## src/rtl/spi_pkg.sv

```systemverilog
// Shared types and constants for the multi-mode SPI slave.
package spi_pkg;

    localparam logic [1:0] SPI_MODE0 = 2'b00;
    localparam logic [1:0] SPI_MODE1 = 2'b01;
    localparam logic [1:0] SPI_MODE2 = 2'b10;
    localparam logic [1:0] SPI_MODE3 = 2'b11;

    localparam int SCK_SYNC  = 3;
    localparam int MOSI_SYNC = 2;

    typedef enum logic {
        IDLE,
        ACTIVE
    } state_t;

endpackage

```

## src/rtl/spi_sync.sv

```systemverilog
// N-stage synchroniser with a reset level and rise/fall strobes.
module spi_sync #(
    parameter int N       = 3,
    parameter bit RST_VAL = 1'b0
) (
    input  logic clk,
    input  logic rst_n,
    input  logic d,
    output logic q,
    output logic rise,
    output logic fall
);

    logic [N-1:0] stg;

    always_ff @(posedge clk) begin
        if (!rst_n) begin
            stg <= {N{RST_VAL}};
        end else begin
            stg <= {stg[N-2:0], d};
        end
    end

    // Edges come from the last two stages, one cycle ahead of q.
    assign q    = stg[N-1];
    assign rise = stg[N-2] & ~stg[N-1];
    assign fall = ~stg[N-2] & stg[N-1];

endmodule

```

## src/rtl/spi_slave_mp.sv

```systemverilog
// SPI slave with configurable width, mode and bit order, oversampled on clk.
module spi_slave_mp
    import spi_pkg::*;
#(
    parameter int                DATA_W    = 8,
    parameter bit                CPOL      = 1'b0,
    parameter bit                CPHA      = 1'b0,
    parameter bit                LSB_FIRST = 1'b0,
    parameter logic [DATA_W-1:0] IDLE_FILL = '0
) (
    input  logic              clk,
    input  logic              rst_n,
    input  logic              spi_sck,
    input  logic              spi_ssel,
    input  logic              spi_mosi,
    output logic              spi_miso,
    output logic              spi_miso_oe,
    input  logic [DATA_W-1:0] tx_data,
    input  logic              tx_valid,
    output logic              tx_ready,
    output logic [DATA_W-1:0] rx_data,
    output logic              rx_valid,
    output logic              frame_start,
    output logic              frame_end,
    output logic [7:0]        word_cnt,
    output logic              tx_underrun,
    output logic              rx_abort
);

    localparam int              CW   = $clog2(DATA_W);
    localparam logic [CW-1:0]   LAST = CW'(DATA_W - 1);
    localparam logic [1:0]      MODE = {CPOL, CPHA};

    logic sck_rise, sck_fall, sck_lvl_unused;
    logic ssel_q, ssel_rise, ssel_fall;
    logic mosi_q, mosi_rise_unused, mosi_fall_unused;

    spi_sync #(.N(SCK_SYNC), .RST_VAL(CPOL)) u_sck (
        .clk(clk), .rst_n(rst_n), .d(spi_sck),
        .q(sck_lvl_unused), .rise(sck_rise), .fall(sck_fall)
    );

    spi_sync #(.N(SCK_SYNC), .RST_VAL(1'b1)) u_ssel (
        .clk(clk), .rst_n(rst_n), .d(spi_ssel),
        .q(ssel_q), .rise(ssel_rise), .fall(ssel_fall)
    );

    spi_sync #(.N(MOSI_SYNC), .RST_VAL(1'b0)) u_mosi (
        .clk(clk), .rst_n(rst_n), .d(spi_mosi),
        .q(mosi_q), .rise(mosi_rise_unused), .fall(mosi_fall_unused)
    );

    state_t            state;
    logic [CW-1:0]     bit_cnt;
    logic [DATA_W-1:0] rx_shift, tx_shift, tx_buf;
    logic              tx_full, wrap_pend;
    logic              sample_rise, sample, launch, load;

    // Modes 0 and 3 sample on the rising SCK edge, modes 1 and 2 on falling.
    assign sample_rise = (MODE == SPI_MODE0) || (MODE == SPI_MODE3);
    assign sample      = sample_rise ? sck_rise : sck_fall;
    assign launch      = sample_rise ? sck_fall : sck_rise;
    assign load        = (state == IDLE && ssel_fall && !CPHA) ||
                         (state == ACTIVE && launch && bit_cnt == '0);

    assign tx_ready    = ~tx_full;
    assign spi_miso_oe = ~ssel_q;
    assign spi_miso    = (state == ACTIVE) &
                         (LSB_FIRST ? tx_shift[0] : tx_shift[DATA_W-1]);

    always_ff @(posedge clk) begin
        if (!rst_n) begin
            state       <= IDLE;
            bit_cnt     <= '0;
            rx_shift    <= '0;
            tx_shift    <= '0;
            tx_buf      <= '0;
            tx_full     <= 1'b0;
            wrap_pend   <= 1'b0;
            rx_data     <= '0;
            rx_valid    <= 1'b0;
            word_cnt    <= '0;
            frame_start <= 1'b0;
            frame_end   <= 1'b0;
            tx_underrun <= 1'b0;
            rx_abort    <= 1'b0;
        end else begin
            rx_valid    <= 1'b0;
            frame_start <= 1'b0;
            frame_end   <= 1'b0;
            tx_underrun <= 1'b0;
            rx_abort    <= 1'b0;
            wrap_pend   <= 1'b0;

            if (wrap_pend) begin
                rx_data  <= rx_shift;
                rx_valid <= 1'b1;
                if (word_cnt != 8'hFF) word_cnt <= word_cnt + 8'd1;
            end

            // No bypass: a write landing with an empty-buffer load waits a word.
            if (load) begin
                if (tx_full) begin
                    tx_shift <= tx_buf;
                    tx_full  <= 1'b0;
                end else begin
                    tx_shift    <= IDLE_FILL;
                    tx_underrun <= 1'b1;
                end
            end
            if (tx_valid && !tx_full) begin
                tx_buf  <= tx_data;
                tx_full <= 1'b1;
            end

            unique case (state)
                IDLE: begin
                    if (ssel_fall) begin
                        state       <= ACTIVE;
                        frame_start <= 1'b1;
                        bit_cnt     <= '0;
                        word_cnt    <= '0;
                    end
                end
                ACTIVE: begin
                    if (ssel_rise) begin
                        state     <= IDLE;
                        frame_end <= 1'b1;
                        rx_abort  <= (bit_cnt != '0);
                    end else if (sample) begin
                        rx_shift  <= LSB_FIRST ?
                                     {mosi_q, rx_shift[DATA_W-1:1]} :
                                     {rx_shift[DATA_W-2:0], mosi_q};
                        bit_cnt   <= (bit_cnt == LAST) ? '0 : bit_cnt + 1'b1;
                        wrap_pend <= (bit_cnt == LAST);
                    end else if (launch && bit_cnt != '0) begin
                        tx_shift <= LSB_FIRST ?
                                    {1'b0, tx_shift[DATA_W-1:1]} :
                                    {tx_shift[DATA_W-2:0], 1'b0};
                    end
                end
            endcase
        end
    end

endmodule

```

## config.mk

```make
export PLATFORM = sky130hd
export DESIGN_NAME = spi_slave_mp
export DESIGN_NICKNAME = d
export VERILOG_FILES = /design/src/rtl/spi_pkg.sv /design/src/rtl/spi_sync.sv /design/src/rtl/spi_slave_mp.sv
export SDC_FILE = /design/constraint.sdc
export NUM_CORES = 1
export LEC_CHECK = 0
export ABC_AREA = 1
export BUFFER_PORTS_ARGS = -buffer_cell sky130_fd_sc_hd__buf_2
export CORE_UTILIZATION = 55
export CTS_CLUSTER_DIAMETER = 100
export DETAILED_ROUTE_END_ITERATION = 12
export PLACE_DENSITY = 0.87
export SYNTH_ARGS = -nofsm -noshare
export SYNTH_HDL_FRONTEND = slang
export SYNTH_SLANG_ARGS = --single-unit
```

## constraint.sdc

```tcl
create_clock -name clk -period 1.7 [get_ports clk]
set_clock_uncertainty 0.15 [all_clocks]
set_input_delay 0.255 -clock clk [delete_from_list [all_inputs] [get_ports clk]]
set_output_delay 0.255 -clock clk [all_outputs]
set_load 0.005 [all_outputs]
```

==> qor.yml <==
portBuffers: 37
cpMaxStageDelayCell: "dfxtp_1"
hold_viol: 0
multi_input_area_um2: 1030
drive_above_1_share_pct: 21.5
syn_to_final_growth_pct: 20.7
avgSynthCellArea_um2: 7.40
wl_um: 4620
synth-edff-count: 0
ys_ff_latch: 59
grt_pass1_vias: 1841
start_util_pct: 59.1
path_buf_inv: 4
wl_per_cell_um: 10.7
grt_pass1_wl_um: 7650
dr.first_iter.drc_count: 187
maxCapViolations: 0
clockBufferDepth: 2
ir_worst_vdd_mv: 0.599
status: "finished, final reports clean"
post-route-drc-count: 0
cts_sinks: 59
crit_required_ns: 1.79
clkLatencyLatePin_ns: 0.33
crit_top_cell: "inv_1"
htree_levels: 3
fin_tns_setup_ns: 0
grt.overflow.total: 0
root_buffer: "clkbuf_8"
holdWs_ns: 0.0268
critPathLaunchType: "flip-flop"
place_inst: 413
setup_violations: 0
instances_no_fill: 432
arrival_ns: 1.61
synth_seq_area_share_pct: 48.5
total_power_w: 0.00301
grt_max_degree: 33
endpoint_kind: "flip-flop"
relSlewSlack_pct: 81.6
fill_cells: 340
min_path_cells: 3
finalInstanceArea_um2: 2940
max_freq_ghz: 0.655
r2r_setup_slack_ns: 0.17
p_leak_nw: 1.54
period_minus_slack_ns: 1.53
dr_total_vias: 2110
yosysTopAreaCell: "dfxtp_1"
dr.pass1.iters: 4
place_area_um2: 2680
cp.depth: 10
crit_family: "flip-flops"
ys_async_sr_fraction_pct: 0
cp_max_fo: 9
reg2reg_depth: 10
dp_hpwl_um: 3160
track_usage_pct: 22.8
syn_area_um2: 2430
grt_antenna_before_repair: 0
synth.distinct_cells: 27
dieArea_um2: 4690
synth_area_leaders: "dfxtp_1 49%, nor2_1 9.4%, nand2_1 8.9%"
die_h_um: 68.5
synth_fp_nets: 347
yosysWarnings: 0
slew_violations: 0
ant_nets: 0
grt-busiest-layer: "met2"
rows: 23
synth_flop_cell: "dfxtp_1"
post-route-period-util_pct: 89.8
rsz0062_at_grt: "false"
core-area_um2: 4120
regArea_um2: 1180
grt_util_met2_pct: 38.4
cts_buffers: 9
viasPerCell: 4.88
powerDensity_nw_per_um2: 1030
worst_pin_slew_ns: 0.276
slowest_delay_ns: 0.35
die_width_um: 68.5
gp_congestion: 0.867
synthCells: 329
clk_pin_slew_ns: 0.07
worst_hold_path_type: "in2reg"
synth_top_area_share_pct: 48.5
grt_use_met3_pct: 8.88
path_cells: "inv_1 > ha_1 > inv_1 > nor2_4 > nor2_2 > nand2_4 > o21ai_1 > inv_1 > nand2_1 > inv_1"
cts_tree: "done"
io_pins: 38
antenna_cells: 0
crit_type: "reg2reg"
fin_nets: 395
use_met1_pct: 25.0
## worst register-to-register path, stage by stage, from the launching register on
cell     delay (ns)
dfxtp_1        0.35
inv_1          0.07
ha_1           0.19
inv_1          0.09
nor2_4         0.05
nor2_2         0.12
nand2_4        0.10
o21ai_1        0.16
inv_1          0.06
nand2_1        0.06
inv_1          0.03
## area by class of cell
class                      instances  area share (%)
sequential                        59            40.2
multi-input combinational        215            35.1
timing repair buffer              47            9.12
inverter                          45            5.75
clock buffer                      11            5.16
clock inverter                     5            2.56
tap                               50            2.13
## where the power goes
group / total [W] / internal [W] / switching, W / leakage (nW)
clock: 0.00143 / 0.000897 / 0.000531 / 0.119
sequential: 0.00144 / 0.00142 / 0.0000181 / 0.480
combinational: 0.000148 / 0.0000580 / 0.0000896 / 0.945
## cells in the mapped netlist, types with 4 or more instances
library cell,count
nor2_1,61
clkbuf_1,5
inv_2,6
inv_1,39
dfxtp_1,59
a21oi_1,10
nand3_1,23
ha_1,4
nand2_1,58
o21ai_0,31
## path summary, 6_finish.rpt
| check | from | end |
|---|---|---|
| max | bit_cnt[0] | tx_shift[3] |
| min | tx_data[2] | tx_buf[2] |
| min reg2reg | u_ssel.stg[0] | u_ssel.stg[1] |
| max reg2reg | bit_cnt[0] | tx_shift[3] |
## timing repair
item,4_1_cts,5_1_grt
hold buffers,3,0
hold endpoints to repair,3,0
gates resized for setup,0,2
setup buffers,0,0
endpoints found under the setup margin,0,5
## through the flow
| step | worst slack, ns | utilization (%) |
|---|---|---|
| after floorplan | 0.235 | - |
| after global placement | 0.186 | 65.1 |
| after detailed placement | 0.0586 | 65.1 |
| after CTS | 0.0630 | 71.3 |
| after global routing | 0.0112 | 71.4 |
| final | 0.173 | 71.4 |
## layer usage
metal  part of all wire (%)  vias up  wire length, µm
li1                       -     1121                -
met1                     47      946             2150
met2                     48       37             2230
met3                    3.4        6              156
met4                    1.8        0               81
met5                      0        -                0
## cells in the final DEF (no fill, tap or decap), drive strengths merged
| master | instances |
|---|---|
| xnor2 | 1 |
| buf | 44 |
| clkbuf | 11 |
| a21boi | 1 |
| nor4 | 1 |
| inv | 45 |
| nor2 | 66 |
| nand2 | 64 |
| or2 | 2 |
| a21oi | 10 |
| bufinv | 2 |
| o21ai | 32 |
| and3 | 1 |
| nor3 | 3 |
| nand3b | 3 |
| ha | 4 |
| clkinv | 3 |
| nand3 | 25 |
| dlygate4sd3 | 3 |
| nand4 | 2 |
| dfxtp | 59 |
## registers in the layout, indices dropped and copies added, names as in the netlist, 2 cells and up
signal      flops
bit_cnt         3
rx_data         8
rx_shift        8
tx_buf          8
tx_shift        8
u_mosi.stg      2
u_sck.stg       3
u_ssel.stg      3
word_cnt        8
## cell families (layout without fill, tap and decap cells)
group           after synthesis  after routing  synth area share, %
flops                        59             59                 48.5
fa+ha+maj                     4              4                 2.06
simple gates                167            167                 30.8
compound gates               43             43                 8.95
xor+xnor                      1              1                0.360
buf+inv                      55            108                 9.25
Note: power is estimated with default switching activity, not from simulation.
